File: src/rtl/debug_unit.sv
// Host-side debug endpoint for the MIPS core: loads programs over the serial link,
// runs or single-steps the core, and streams PC plus the register file back out.
module debug_unit #(
    parameter int NB_ADDR = 32,
    parameter int NB_INST = 32,
    parameter int NB_DATA = 32,
    parameter int NB_REG  = 5,
    parameter int NB_BYTE = 8,
    parameter int N_REGS  = 32
) (
    input  logic               i_clk,
    input  logic               i_reset,
    input  logic [NB_BYTE-1:0] i_rx_data,
    input  logic               i_rx_valid,
    input  logic               i_tx_ready,
    output logic [NB_BYTE-1:0] o_tx_data,
    output logic               o_tx_valid,
    output logic               o_write,
    output logic [NB_INST-1:0] o_instruction,
    output logic [NB_ADDR-1:0] o_address,
    output logic               o_enable,
    input  logic               i_halt,
    input  logic [NB_ADDR-1:0] i_pc,
    output logic [NB_REG-1:0]  o_address_read_debug,
    input  logic [NB_DATA-1:0] i_data_read_debug,
    output logic               o_busy
);

    localparam int BYTES_PER_WORD = NB_INST / NB_BYTE;
    localparam int NB_BCNT        = $clog2(BYTES_PER_WORD);

    localparam logic [NB_BYTE-1:0] CMD_LOAD = NB_BYTE'(8'h4C);
    localparam logic [NB_BYTE-1:0] CMD_RUN  = NB_BYTE'(8'h52);
    localparam logic [NB_BYTE-1:0] CMD_STEP = NB_BYTE'(8'h53);
    localparam logic [NB_BYTE-1:0] CMD_DUMP = NB_BYTE'(8'h44);

    localparam logic [NB_BCNT-1:0] LAST_BYTE = NB_BCNT'(BYTES_PER_WORD - 1);
    localparam logic [NB_REG-1:0]  LAST_REG  = NB_REG'(N_REGS - 1);
    localparam logic [NB_ADDR-1:0] WORD_STEP = NB_ADDR'(BYTES_PER_WORD);

    typedef enum logic [2:0] {
        IDLE,
        LOAD,
        WRITE,
        RUN,
        STEP,
        DUMP_ADDR,
        DUMP_WAIT,
        DUMP_TX
    } state_t;

    state_t             state;
    logic [NB_INST-1:0] inst_shift;
    logic [NB_ADDR-1:0] addr_cnt;
    logic [NB_BCNT-1:0] byte_cnt;
    logic [NB_DATA-1:0] dump_shift;
    logic               pc_done;

    assign o_busy = (state != IDLE);

    always_ff @(posedge i_clk) begin
        if (i_reset) begin
            state                <= IDLE;
            inst_shift           <= '0;
            addr_cnt             <= '0;
            byte_cnt             <= '0;
            dump_shift           <= '0;
            pc_done              <= 1'b0;
            o_tx_data            <= '0;
            o_tx_valid           <= 1'b0;
            o_write              <= 1'b0;
            o_instruction        <= '0;
            o_address            <= '0;
            o_enable             <= 1'b0;
            o_address_read_debug <= '0;
        end else begin
            case (state)
                IDLE: begin
                    if (i_rx_valid) begin
                        case (i_rx_data)
                            CMD_LOAD: begin
                                state    <= LOAD;
                                addr_cnt <= '0;
                                byte_cnt <= '0;
                            end
                            CMD_RUN: begin
                                state    <= RUN;
                                o_enable <= 1'b1;
                            end
                            CMD_STEP: begin
                                state    <= STEP;
                                o_enable <= 1'b1;
                            end
                            CMD_DUMP: begin
                                state                <= DUMP_ADDR;
                                dump_shift           <= NB_DATA'(i_pc);
                                pc_done              <= 1'b0;
                                o_address_read_debug <= '0;
                            end
                            default: ;
                        endcase
                    end
                end

                LOAD: begin
                    if (i_rx_valid) begin
                        inst_shift <= {inst_shift[NB_INST-NB_BYTE-1:0], i_rx_data};
                        byte_cnt   <= byte_cnt + 1'b1;
                        if (byte_cnt == LAST_BYTE) begin
                            state         <= WRITE;
                            o_write       <= 1'b1;
                            o_instruction <= {inst_shift[NB_INST-NB_BYTE-1:0], i_rx_data};
                            o_address     <= addr_cnt;
                        end
                    end
                end

                WRITE: begin
                    o_write  <= 1'b0;
                    addr_cnt <= addr_cnt + WORD_STEP;
                    byte_cnt <= '0;
                    state    <= (o_instruction == '1) ? IDLE : LOAD;
                end

                RUN: begin
                    if (i_halt) begin
                        o_enable             <= 1'b0;
                        state                <= DUMP_ADDR;
                        dump_shift           <= NB_DATA'(i_pc);
                        pc_done              <= 1'b0;
                        o_address_read_debug <= '0;
                    end
                end

                STEP: begin
                    o_enable             <= 1'b0;
                    state                <= DUMP_ADDR;
                    dump_shift           <= NB_DATA'(i_pc);
                    pc_done              <= 1'b0;
                    o_address_read_debug <= '0;
                end

                DUMP_ADDR: state <= DUMP_WAIT;

                // The PC word was preloaded at dump entry; register words arrive here.
                DUMP_WAIT: begin
                    if (pc_done) begin
                        dump_shift <= i_data_read_debug;
                        o_tx_data  <= i_data_read_debug[NB_DATA-1 -: NB_BYTE];
                    end else begin
                        o_tx_data  <= dump_shift[NB_DATA-1 -: NB_BYTE];
                    end
                    o_tx_valid <= 1'b1;
                    byte_cnt   <= '0;
                    state      <= DUMP_TX;
                end

                DUMP_TX: begin
                    if (i_tx_ready) begin
                        byte_cnt   <= byte_cnt + 1'b1;
                        dump_shift <= dump_shift << NB_BYTE;
                        o_tx_data  <= dump_shift[NB_DATA-NB_BYTE-1 -: NB_BYTE];
                        if (byte_cnt == LAST_BYTE) begin
                            o_tx_valid <= 1'b0;
                            if (!pc_done) begin
                                pc_done <= 1'b1;
                                state   <= DUMP_ADDR;
                            end else if (o_address_read_debug == LAST_REG) begin
                                o_address_read_debug <= '0;
                                state                <= IDLE;
                            end else begin
                                o_address_read_debug <= o_address_read_debug + 1'b1;
                                state                <= DUMP_ADDR;
                            end
                        end
                    end
                end

                default: state <= IDLE;
            endcase
        end
    end

endmodule
File: config.mk
export PLATFORM = sky130hd
export DESIGN_NAME = debug_unit
export DESIGN_NICKNAME = d
export VERILOG_FILES = /design/src/rtl/debug_unit.sv
export SDC_FILE = /design/constraint.sdc
export NUM_CORES = 1
export LEC_CHECK = 0
export ABC_CLOCK_PERIOD_IN_PS = 2940
export BUFFER_PORTS_ARGS = -buffer_cell sky130_fd_sc_hd__buf_2
export CORE_MARGIN = 2
export CORE_UTILIZATION = 28
export DETAILED_ROUTE_END_ITERATION = 7
export HOLD_SLACK_MARGIN = 0.05
export SETUP_SLACK_MARGIN = 0.02
export SYNTH_ARGS = -nofsm -noshare
export SYNTH_HDL_FRONTEND = slang
export SYNTH_SLANG_ARGS = --single-unit
File: constraint.sdc
create_clock -name i_clk -period 2.94 [get_ports i_clk]
set_input_delay 0.147 -clock i_clk [delete_from_list [all_inputs] [get_ports i_clk]]
set_output_delay 0.147 -clock i_clk [all_outputs]
set_load 0.05 [all_outputs]
* Yosys cells after proc, flatten, opt, wreduce, memory -nomap -nowiden
Index checks and enable logic that the tools add are counted.
W data, S select, Z words.
** Storage, ports and cells
- Register bits :: 174
- Output and inout port bits :: 81
- Logic and storage cells :: 115
** Operators by class
- $add $sub $neg :: 3
- Equality and inequality tests :: 26
- Multiplexer cells :: 50
- Reductions and logical operators :: 23
** Operators by type and width (count)
- $mux W32 :: 7
- $pmux W32 S5 :: 1
- $pmux W32 S2 :: 1
- $mux W5 :: 7
- $add A32 B3 Y32 const B :: 1
- $eq A32 B32 Y1 const B :: 1
- $eq A8 B7 Y1 const B :: 4
- $mux W3 :: 8
- $pmux W3 S8 :: 1
- $pmux W5 S4 :: 1
- $ne A2 B2 Y1 const B :: 9
- $mux W8 :: 2
- $pmux W8 S2 :: 1
- $reduce_and A7 Y1 :: 2
- $eq A3 B3 Y1 const B :: 4
- $pmux W3 S4 :: 1
- $reduce_and A3 Y1 :: 4
- $reduce_and A6 Y1 :: 2
- $mux W1 :: 11
- $mux W2 :: 4
- $pmux W2 S4 :: 1
- $reduce_bool A4 Y1 :: 2
- $eq A3 B2 Y1 const B :: 2
- $reduce_bool A2 Y1 :: 3
- 17 further kinds :: 22

* Longest topological paths before layout
Gate-level depths: netlist of run 1.
- Depth in word-level cells :: 6
- Mapped depth :: 10

* Worst setup path after synthesis of run 1
OpenSTA, ideal clock, no wires.
- Kind :: reg-to-reg
- Start point :: reg state[0]
- End point :: reg addr_cnt[28]
- Setup time :: 0.128 ns
- Data arrival time :: 2.286 ns
- Slack :: 0.526 ns
- Stages on the path, launching flop included :: 11
- Period minus slack after synthesis :: 2.414 ns
- Cells stage by stage :: dfxtp_1 -> inv_1 -> ha_1 -> nor2b_1 -> inv_2 -> a31oi_1 -> clkbuf_1 -> clkbuf_1 -> nor4_1 -> xnor2_1 -> nor2_1
** Between the ends
- Longest elaborated chain between the ends :: 3
- Elaborated cells between the ends (all ways) :: 7
- Those cells by class :: eq/ne: 3; mux: 1; reduce/logical: 3
** Ends and longest elaborated chain
- from (decl) :: line 52 : state_t state;
- from (signal assigned) :: line 122 : state <= (o_instruction == '1) ? IDLE : LOAD;
- $logic_not A3 Y1 / $eq A3 B2 Y1 (equally long branches) :: line 77 : case (state)
- $ne A2 B1 Y1 (no source line) (tied with other cells)
- $reduce_and A3 Y1 (no source line)
- to (signal assigned) :: line 120 : addr_cnt <= addr_cnt + WORD_STEP;
- to (decl) :: line 54 : logic [NB_ADDR-1:0] addr_cnt;
Parallel ways exist; a longest one is shown, timed or not.
A chain may end at the register's enable or synchronous reset.

* Worst setup path in the final report of run 1
- Start point :: reg state[0]
- End point :: reg addr_cnt[3]
Same word-level chain as after synthesis.

==> results.txt, run 1 <==
Global routing used 15.0% of the available tracks. Setup repair after global routing left no endpoint under its margin. The insertion delay of the later-clocked pin in the worst-skew pair came out at 0.43 ns. During placement, the flow inserted port buffers numbering 155. The worst setup path is of the register to register kind.

Most crowded layer after global routing: met2. Together, buffers and inverters on the worst path number 3. The floorplan step set the die width to 167 um.

For the pin with the worst max-slew slack, the measured transition is 0.830 ns. The tightest min-delay check is of the input pin to register type. Yosys mapped the design onto 57 distinct sky130hd cell types. The biggest fanout along the worst timing path came out at 16.

Before antenna repair, the detailed router went through 5 iterations. The flow ran to the end, and the final reports show no timing, DRC or antenna violations. Buffers added to address setup during post-CTS repair amount to 0. The clock arrives with 0.0119 ns of skew. The number of nets with antenna violations after detailed routing came out at 0. In this run the power density over the cells is 666 nW/um^2.

In this design, the largest share of critical-path delay is due to buffers and inverters. For the finished layout, the period the worst path requires is 2.50 ns. The HPWL after detailed placement is 14,600 um. The number of cells upsized or downsized after cts came out at 0. After clock tree synthesis, the clock-pin slew on the worst setup and hold paths is 0.07 ns. The tools report the worst slew slack as a fraction of its limit as 44.5%.

The critical path goes through inv_1 > ha_1 > nor2b_1 > inv_2 > a31oi_1 > buf_4 > or3b_1 > mux2i_1 > nor2_1. For the count of endpoints failing hold in the final timing report, the log shows 0. Post-detailed-route via-to-cell ratio: 4.93. The synthesized area per cell was 8.04 um^2; the internal power component was 4290 uW.

The final route contains 7,038 vias. After the first detailed-routing iteration, the DRC count stood at 510. After synthesis the netlist holds a flip-flop and latch count of 170.

Net switching is 31.7% of the power. The run gives 17 as the number of buffers created by CTS. For the overall die area, the log shows 27,900 um^2. Clock network fraction of total power: 36.0%.

For this run, asynchronously set or reset flops after synthesis account for 0%. TritonCTS built the clock tree. Dividing the detail-routed wire length by the instance count gives 14.7 um.

The clock tree synthesis step divided the H-tree into 4 levels. For the global routing usage on met3, the log shows 4.16%. In the routed design, unresolved DRC markers number 0.

The setup total negative slack was 0 ns; the initial antenna violation count was 0. The final antenna diode count was 0. The hold buffer count at cts is 32. After synthesis the cells add up to 7450 um^2. The worst path uses 85.0% of the clock period. For flop-to-flop paths, the worst setup slack is 0.44 ns. The area growth from synthesis to layout came out at 26.6%. The most used flip-flop cell after synthesis is dfxtp_1. The tools report the post-detailed-placement cell area as 8530 um^2. Fraction of final layout cells with drive strength greater than 1: 20.0%. The routed design has 21,000 um of wire.

The final non-filler cell area was 9440 um^2; the wire length of the first global-routing pass was 34,600 um. Across the run, the number of max-cap violations was 0. The floorplan has 59 rows. The tools report the net total in the final layout as 1,168.

Across the VDD grid, the largest voltage drop is 0.000364 V. In this run, the combinational gates consume 21.0% of the power. For the highest clock frequency the design can meet, the log shows 400 MHz. STA classifies the critical path endpoint as a register. The weighted congestion reported at the end of routability-driven placement was 0.844. Data on the critical path arrives at its endpoint at 2.81 ns.

Count of flip-flops with a built-in enable after synthesis: 0. The total number of yosys warnings was 0. The biggest cell delay along the critical path came out at 0.45 ns. Of the total power, registers draw 43.0%.

The analysis attributes to net switching a power of 1990 uW. The logs give 0 for the number of pins with negative max-slew slack in the final report and 36.2% for the utilization after layout. Number of top-level pins: 158.

The die is 167 um tall. The total overflow left after global routing is 0. STA classifies the critical path startpoint as a register. The area of the placeable core is 26,100 um^2, and the pin count of the biggest net entering global routing is 73. The initial standard-cell utilization of the core was 28.6%. Counting along the longest clock path gives a buffer depth of 2. The largest individual stage delay along the critical path comes from the cell a31oi_1. The fill cell instance count of the final layout is 2,722, and the number of global-route vias before repair is 6,599.

Clock tree synthesis selected as its root buffer the cell clkbuf_16. Global routing used 19.8% of the available met1 tracks. Number of cells produced by synthesis: 927.

The data required time at the worst endpoint is 3.26 ns. Global routing used 24.7% of the available met2 tracks. The analysis attributes to cell leakage a power of 0.00355 uW. After synthesis, flip-flops and latches occupy 45.7% of the total area. Setup violations remaining at the end of the flow were counted as 0.

For this design, the sink count on the clock tree is 170.
[cell usage in the layout (no fill, tap or decap), drive strengths merged, types with 2 or more instances in the layout]
master,count
inv,19
clkbuf,18
nor2b,3
dfxtp,170
xnor2,17
conb,2
nand2b,6
a22oi,32
o21ai,8
a21oi,115
or2,2
clkinv,5
nand4,14
xor2,2
or4,12
nor4b,6
nor4,10
a2111oi,2
nor3b,3
a311oi,24
mux2i,11
nor2,87
o211ai,2
nor3,12
buf,172
a31oi,6
ha,10
and2,5
dlygate4sd3,32
a211oi,18
nand3,11
nor4bb,2
or3,3
nand2,217
a31o,2
o31ai,9
and4,4
and3,5
[per-stage QoR]
stage | std cells | worst slack, ns | hold WS, ns | power [uW]
finish | 1429 | 0.442 | 0.0895 | 6280
global route | 1429 | 0.175 | 0.0911 | 6630
CTS | 1429 | 0.399 | 0.0618 | 6370
detailed placement | 1365 | 0.442 | 0.421 | 4050
global placement | 1365 | 0.510 | 0.418 | 4020
floorplan | 928 | 0.526 | 0.283 | 3680
[worst paths after layout]
path                      start            end  cells after the start
setup / recovery       state[0]    addr_cnt[3]                      9
hold reg to reg   o_address[25]  o_address[25]                      2
hold / removal          i_pc[4]  dump_shift[4]                      3
setup reg to reg       state[0]    addr_cnt[3]                      9
[area by class of cell]
type	count	area, um^2	share of cell area, %
timing repair buffer	204	1240	13.1
clock inverter	14	150	1.59
sequential	170	3400	36.1
clock buffer	18	439	4.65
tap	335	419	4.44
inverter	12	45.0	0.477
multi-input combinational	676	3740	39.6
[flip-flops by register name (all words and copies together), names as in the netlist]
name                  flops
o_address_read_debug      5
pc_done                   1
byte_cnt                  2
o_write                   1
inst_shift               24
o_enable                  1
o_instruction            32
o_tx_valid                1
addr_cnt                 30
dump_shift               32
state                     3
o_tx_data                 8
o_address                30
[routing by layer]
layer  wire length (um)  part of all wire, %
met5                  0                    0
met4                143                 0.68
met3               1350                  6.4
met2               9700                   46
met1               9790                   47
[kinds of logic (layout without fill, tap and decap cells)]
group                      Yosys count  count (layout)  share of synthesized area, %
and+or+nand+nor                    407             407                          25.0
AOI/OAI and AO/OA                  226             226                          19.4
muxes                               12              12                          1.63
other                                1               2                        0.0503
buffers and inverters               82             248                          4.35
adders and majority gates           10              10                          1.68
xor gates and xnor gates            19              19                          2.23
DFF                                170             170                          45.7
[power groups by stage]
| stage | registers [uW] | logic, uW | clock network, uW |
|---|---|---|---|
| 2_1_floorplan | 2730 | 955 | 0 |
| 3_3_place_gp | 2750 | 1280 | 0 |
| 3_5_place_dp | 2760 | 1290 | 0 |
| 4_1_cts | 2700 | 1330 | 2340 |
| 5_1_grt | 2730 | 1500 | 2410 |
| 6_report | 2700 | 1320 | 2260 |
[cells in the mapped netlist, types with 3 or more instances]
library cell | count | area share [%]
nand2_1 | 217 | 11
a31oi_1 | 6 | 0.50
clkbuf_1 | 66 | 3.3
or3_1 | 3 | 0.25
or4_1 | 12 | 1.2
and3_1 | 5 | 0.42
xnor2_1 | 17 | 2.0
ha_1 | 10 | 1.7
a22oi_1 | 32 | 3.2
mux2i_1 | 11 | 1.5
o21ai_0 | 8 | 0.54
inv_1 | 10 | 0.50
a21oi_1 | 115 | 7.7
nor3_1 | 12 | 0.81
nand3_1 | 9 | 0.60
nor4b_1 | 5 | 0.59
a311oi_1 | 24 | 2.8
nand4_1 | 13 | 1.1
o31ai_1 | 9 | 0.91
dfxtp_1 | 170 | 46
a211oi_1 | 18 | 1.8
nor2_1 | 87 | 4.4
nor2b_1 | 3 | 0.25
nor4_1 | 10 | 0.84
and4_1 | 4 | 0.47
nor3b_1 | 3 | 0.30
and2_1 | 5 | 0.42
nand2b_1 | 6 | 0.50
[worst register-to-register path, cell delays in order, from the launching register on]
cell	delay [ns]
dfxtp_1	0.34
inv_1	0.16
ha_1	0.31
nor2b_1	0.31
inv_2	0.07
a31oi_1	0.45
buf_4	0.32
or3b_1	0.18
mux2i_1	0.19
nor2_1	0.05
No activity file was read; power rests on OpenSTA's default activity.
==> inputs of run 2 (changes only) <==
ABC_CLOCK_PERIOD_IN_PS = 2100   (was 2940)
clock period = 2.1 ns   (was 2.94 ns; I/O delays follow)
==> results.txt, run 2 (synthesis results as in run 1) <==
The critical setup path kind is input pin to register. The tools report the post-route total power as 9180 uW (+46%). The initial standard-cell utilization of the core is 28.6% (unchanged), and the post-detailed-placement cell area is 8900 um^2 (+4.4%). Pin count of the biggest net entering global routing: 77 (+5.5%). For the weighted congestion reported at the end of routability-driven placement, the log shows 0.852 (+1.0%).

The via count is 7,398 (+5.1%), and the aggregate routed wire length is 22,600 um (+7.7%). The fraction of final layout cells with drive strength greater than 1 works out to 23.5% (+3.5 points). The tools report the wire length of the first global-routing pass as 35,500 um (+2.8%). The logs give 3410 um^2 (+0.22%) for the register area and 170 (unchanged) for the clock sink total. The final routed DRC violation total came out at 0 (unchanged). The clock tree buffer depth was 2 (unchanged).

The run gives 158 (unchanged) as the number of top-level pins. The number of pins with negative max-slew slack in the final report is 0 (unchanged). Setup repair after global routing could not meet its margin everywhere.

The overall die area was 27,900 um^2 (unchanged); the count of endpoints failing hold in the final timing report was 0 (unchanged). The critical path goes through dlygate4sd3_1 > buf_2 > nor3b_1 > buf_4 > a31oi_2 > or2_4 > or4_1 > a21oi_1. In this run the worst hold path is classified as input pin to register.

The number of buffers created by CTS was 17 (unchanged); the critical path buffer and inverter count was 3 (unchanged). For the area of the placeable core, the log shows 26,100 um^2 (unchanged). Net total in the final layout: 1,229 (+5.2%). The flow ran to the end, and the final reports show no timing, DRC or antenna violations. In the final layout, the registers with the most flip-flops are dump_shift: 32 flops, o_instruction: 32 flops. The static leakage is 0.00389 uW (+9.5%). The setup slack of the worst register-to-register path is 0.10 ns (-0.34 ns).

The final cell count without fillers came out at 1,490 (+4.3%). The final non-filler cell area was 10,100 um^2 (+7.1%). Among all stages on the critical path, the largest delay is contributed by dlygate4sd3_1.

Number of input and output port buffers inserted: 155 (unchanged). The post-detailed-route via-to-cell ratio works out to 4.97 (+0.81%). The final setup violation count is 0 (unchanged).

The critical path starts at i_rx_data[5]. The tools report the master cell of the clock root buffer as clkbuf_16. Leaving out fill and tap cells, the most frequent cells in the layout are nand2_1, dfxtp_1, buf_2. The fill cell instance count of the final layout was 2,656 (-2.4%); the hold-critical path depth was 4 (+1).

The arrival time reported for the critical path endpoint was 2.42 ns (-0.39 ns). The worst register-to-register path begins at state[0]. Max capacitance violation total: 0 (unchanged). Maximum level of the CTS H-tree: 4 (unchanged). Category of the worst setup path capture point: a register. For the DRC violation total after the first TritonRoute iteration, the log shows 452 (-11%). Logic depth of the worst register-to-register path: 8 (-1).

TritonCTS built the clock tree. The run gives 1,403 (+2.8%) as the instance count after placement with tap cells included. The clock transition at the registers of the reported paths came out at 0.07 ns (about the same). The worst hold path terminates at o_tx_valid.

The share of the cycle needed by the critical path after routing came out at 98.0%. The x dimension of the die was 167 um (unchanged); the minimum clock period after layout was 2.06 ns. The biggest fanout along the worst timing path is 8 (-8).

The worst-case vdd ir drop is 0.000578 V (+59%), and the initial antenna violation count is 0 (unchanged). Number of global-route vias before repair: 6,844 (+3.7%). Total power density per cell area: 908 nW/um^2 (+36%). For the number of buffers added for setup after CTS, the log shows 0 (unchanged). From synthesis to final layout, the design area changed by 35.6%. The average wire length per cell after detail routing was 15.2 um (+3.3%). Row count: 59 (unchanged). Static timing analysis puts the maximum clock frequency at 486 MHz.

The worst slew slack as a fraction of its limit came out at 47.3% (+2.8 points). The tools report the placed wire-length estimate after detailed placement as 15,000 um (+2.8%). For the number of nets with antenna violations after detailed routing, the log shows 0 (unchanged).

The maximum clock skew at final layout is 0.0126 ns (+0.000705 ns). The data required time at the worst endpoint was 2.46 ns (-0.80 ns). For the utilization after layout, the log shows 38.8% (+2.6 points).

The first-pass detailed-route iteration total came out at 5 (unchanged). The biggest cell delay along the critical path is 0.54 ns (+0.09 ns), and the insertion delay of the later-clocked pin in the worst-skew pair is 0.44 ns (about the same). The tools report the setup total negative slack as 0 ns (unchanged).

The worst register-to-register path ends at addr_cnt[30]. Final antenna diode count: 0 (unchanged). The startpoint identified for the worst hold timing path is i_tx_ready.

The category of cells accounting for the largest share of critical-path delay was simple AND/OR/NAND/NOR gates. The global-route usage over all layers is 15.5% (+0.49 points). The multi-input logic area is 3800 um^2 (+1.5%), and the residual overflow from global routing is 0 (unchanged).

The die height is 167 um (unchanged). The library cell used most frequently in the layout, excluding fill and tap cells, is nand2_1. The slew at the pin closest to its max-slew limit was 0.791 ns (-0.0396 ns). The worst setup path is launched from an input pin.
## run 2: how the worst max path moves through the flow
stage / end / cells after the start
final: addr_cnt[30] / 8
after global routing: addr_cnt[26] / 8
after CTS: addr_cnt[18] / 8
after detailed placement: addr_cnt[4] / 9
after global placement: addr_cnt[4] / 9
after floorplan: state[0] / 7
## run 2: final cells by class
type / count / share of cell area [%]
timing repair buffer: 265 / 18.1
tap: 335 / 4.15
sequential: 170 / 33.8
clock inverter: 12 / 1.40
clock buffer: 20 / 4.52
inverter: 12 / 0.470
multi-input combinational: 676 / 37.6
## run 2: report_power, final
part | internal [uW] | leakage, uW | switching [uW] | total, uW
sequential | 3570 | 0.00137 | 215 | 3780
combinational | 925 | 0.00222 | 1260 | 2180
clock | 1760 | 0.000296 | 1450 | 3210
## run 2: through the flow
stage | setup slack, ns | hold WS (ns)
6_report | 0.0416 | 0.0626
5_1_grt | -0.0332 | 0.0637
4_1_cts | 0.0514 | 0.0501
3_5_place_dp | -0.0626 | 0.364
3_3_place_gp | 0.0650 | 0.360
2_1_floorplan | 0.0211 | 0.241
## run 2: routing by layer
metal	global-route usage, %	part of all wire, %
met5	0	0
met4	4.01	0.94
met3	4.09	5.7
met2	25.8	48
met1	20.0	46
## run 2: worst register-to-register path: cells and delay by family, from the launching register on
kind / cells / cell delay (ns)
AO/OA/AOI/OAI: 2 / 0.23
adder cells (fa/ha/maj): 1 / 0.17
buffers and inverters: 2 / 0.16
flip-flops: 1 / 0.36
AND/OR/NAND/NOR: 3 / 1.02
## run 2: what timing repair did
item | 4_1_cts | 5_1_grt
endpoints found under the setup margin | 7 | 35
gates resized for setup | 2 | 8
hold buffers | 54 | 0
gates cloned | 0 | 1
hold endpoints to repair | 47 | 0
==> inputs of run 3 (changes only) <==
ABC_AREA = 1   (was not set)
TNS_END_PERCENT = 10   (was not set)
==> results.txt, run 3 <==
The logs give 43.9% (+2.7 points) for the sequential cell fraction of total power and 6,780 (-0.94%) for the number of global-route vias before repair. The x dimension of the die came out at 169 um (+0.95%). The worst-case vdd ir drop is 0.000538 V (-6.9%), and the final antenna diode count is 0 (unchanged). The tools report the weighted congestion reported at the end of routability-driven placement as 0.841 (-1.3%). For the static leakage, the log shows 0.00420 uW (+8.0%). The largest registers in the layout are dump_shift: 32 flops, o_instruction: 32 flops. The fraction of final layout cells with drive strength greater than 1 came out at 20.0% (-3.5 points). The setup path with the least slack is of type register to register.

TritonCTS built the clock tree. The flow ran to the end, and the final reports show no timing, DRC or antenna violations. Post-detailed-route via-to-cell ratio: 4.69 (-5.6%).

The logs give 0 ns (unchanged) for the setup total negative slack and 0 (unchanged) for the total number of yosys warnings. The tools report the number of top-level pins as 158 (unchanged). By area the synthesized netlist is led by dfxtp_1, nand2_1, a21oi_1, o21ai_0, nor2_1. The run gives 14.8% (-0.70 points) as the global-route usage over all layers. The number of synthesized register bits works out to 170 (unchanged). Sorting the synthesized cells by how often they occur yields nand2_1, dfxtp_1, a21oi_1, nor2_1, o21ai_0.

The compound-gate portion of the synthesized area was 22.7% (+3.4 points). The share of the cycle needed by the critical path after routing was 93.7% (-4.3 points). For the utilization after layout, the log shows 36.8% (-1.9 points). The tree is rooted in a clkbuf_16. The area growth from synthesis to layout came out at 30.0%. The minimum clock period after layout was 1.97 ns (-0.0906 ns). The final cell count without fillers was 1,598 (+7.2%); the final routed DRC violation total was 0 (unchanged). The share of synthesized area spent on multiplexers is 0% (-1.6 points), and the residual overflow from global routing is 0 (unchanged).

The highest clock frequency the design can meet is 508 MHz (+4.6%). Setup repair after global routing could not meet its margin everywhere. By instance count, the cell type seen most on the critical path is nand2_4. The max capacitance violation total was 0 (unchanged); the switching part of the total was 29.7% (-2.2 points). The row count came out at 60 (+1.7%). The arrival time reported for the critical path endpoint is 2.30 ns (-0.12 ns), and the final worst setup slack is 0.132 ns (+0.0906 ns).

The run gives 28.3% (-0.25 points) as the initial standard-cell utilization of the core. The leading area contributor after synthesis was dfxtp_1. The number of cells produced by synthesis came out at 1,063 (+15%). For the instance count after placement with tap cells included, the log shows 1,525 (+8.7%). The number of buffers created by CTS was 17 (unchanged). The logs give 5 (unchanged) for the first-pass detailed-route iteration total and 0 (unchanged) for the final setup violation count.

Total power density per cell area: 800 nW/um^2 (-12%). The number of nets with antenna violations after detailed routing is 0 (unchanged), and the maximum level of the CTS H-tree is 4 (unchanged). For the internal power component, the log shows 5550 uW (-11%). The library cell used most frequently in the layout, excluding fill and tap cells, is nand2_1. The clock transition at the registers of the reported paths is 0.08 ns (about the same). The initial antenna violation count was 0 (unchanged); the count of flip-flops with a built-in enable after synthesis was 0 (unchanged).

The clock tree buffer depth is 2 (unchanged), and the post-synth design cell area is 7600 um^2 (+1.9%). The biggest fanout along the worst timing path is 7 (-1). The run gives 36 (-37%) as the number of distinct library cells after synthesis. The adder and majority gate portion of the synthesized area was 1.65% (-0.032 points).

The via count is 7,488 (+1.2%), and the post-synthesis share of cell area spent on and, or, nand and nor gates is 21.4% (-3.6 points). The tools report the aggregate routed wire length as 22,200 um (-1.7%). Portion of synthesized cell area occupied by the leading cell type: 44.8% (-0.87 points).

The post-synthesis async set-or-reset flop share works out to 0% (unchanged). The synthesized area per cell came out at 7.15 um^2 (-11%). In the layout the commonest cells are nand2_1, dfxtp_1, buf_2.

The run gives 14.6% (-9.2 points) as the proportion of power drawn by combinational gates. The signal on the critical path passes through inv_1 > ha_2 > nand2_4 > a21oi_2 > nand2_4 > o21ai_4 > buf_4 > a21oi_1 > o21a_1. The data required time at the worst endpoint is 2.43 ns (-0.03 ns). The run gives 1,331 (+8.3%) as the net total in the final layout.

The logs give 28,500 um^2 (+1.9%) for the overall die area and 2350 uW (-20%) for the net switching power figure. The area share of xor/xnor cells in the synthesized design was 0% (-2.2 points). Pin count of the biggest net entering global routing: 90 (+17%). The clock network fraction of total power is 41.5% (+6.5 points), and the wire length of the first global-routing pass is 34,100 um (-4.0%).

The run gives 26,800 um^2 (+2.8%) as the area of the placeable core. The number of input and output port buffers inserted came out at 155 (unchanged). The min-delay analysis places its worst path in the category input pin to register. The run gives 0 (unchanged) as the count of endpoints failing hold in the final timing report. The slowest stage of the critical path is the dfxtp_2 cell. The worst hold margin is 0.0617 ns (-0.000955 ns). The number of pins with negative max-slew slack in the final report came out at 0 (unchanged). The sequential area share after synthesis came out at 44.8% (-0.87 points). The average wire length per cell after detail routing was 13.9 um (-8.3%). Largest family of logic cells by synthesized area: compound AO/OA/AOI/OAI gates. The run gives 15,200 um (+1.0%) as the placed wire-length estimate after detailed placement. nand2_1 is the most common cell in the netlist. The biggest cell delay along the critical path is 0.33 ns (-0.21 ns), and the die height is 169 um (+0.95%).

The most used flip-flop cell after synthesis is dfxtp_1. DRC violation total after the first TritonRoute iteration: 550 (+22%). The post-place setup slack is -0.0301 ns (+0.0325 ns).

The insertion delay of the later-clocked pin in the worst-skew pair is 0.43 ns (about the same), and the clock sink total is 170 (unchanged). The worst setup path is captured at a register. The tools report the maximum clock skew at final layout as 0.0118 ns (-0.000793 ns). STA classifies the critical path startpoint as a register.
run 3: power by group through the flow:
| stage | clock (uW) | combinational (uW) | sequential (uW) |
|---|---|---|---|
| after floorplan | 0 | 716 | 3540 |
| after global placement | 0 | 1030 | 3540 |
| after detailed placement | 0 | 1040 | 3540 |
| after CTS | 3360 | 1100 | 3460 |
| after global routing | 3490 | 1290 | 3490 |
| final | 3280 | 1150 | 3470 |
run 3: metal layers:
metal | GRT usage [%] | wire (um) | up-vias
met5 | 0 | 0 | -
met4 | 4.12 | 342 | 0
met3 | 2.85 | 928 | 26
met2 | 24.0 | 10100 | 175
met1 | 20.1 | 10900 | 3434
li1 | - | - | 3853
run 3: repair_timing:
item                                    in CTS  in global routing
pin swaps                                    0                  3
hold buffers                                35                  0
resized for setup                            3                 19
endpoints found under the setup margin      18                103
gates cloned                                 0                  3
buffers inserted                             0                  3
hold endpoints to repair                    38                  0
run 3: critical path: cells and delay by family (launching register included):
family                   cells  cell delay, ns
AND/OR/NAND/NOR              2            0.27
adder cells (fa/ha/maj)      1            0.24
buffers and inverters        2            0.32
AO/OA/AOI/OAI                4            0.71
flip-flops                   1            0.33
run 3: worst paths after layout:
kind                                            start              to  slack [ns]  cells after the start
worst max-delay path                         state[0]    addr_cnt[19]        0.13                      9
worst min-delay path            i_data_read_debug[16]  dump_shift[16]        0.06                      5
worst max register to register               state[0]    addr_cnt[19]        0.13                      9
worst min register to register          dump_shift[5]   dump_shift[5]        0.45                      2
run 3: cells by family after synthesis:
logic type,count (synthesis)
compound gates,316
simple gates,393
flops,170
fa+ha+maj,10
other cells,1
buf+inv,173
run 3: area by class of cell:
type                            instances  area (um^2)
Fill cell                            2791        16900
Inverter                              115          439
Multi-Input combinational cell        722         3530
Sequential cell                       170         3410
Clock buffer                           17          425
Tap cell                              341          427
Timing Repair Buffer                  218         1450
Clock inverter                         15          195
run 3: through the flow:
step                total power [uW]  area, um^2
floorplan                       4250        7600
global placement                4570        8760
detailed placement              4580        8760
CTS                             7930        9740
global route                    8270        9880
finish                          7900        9880
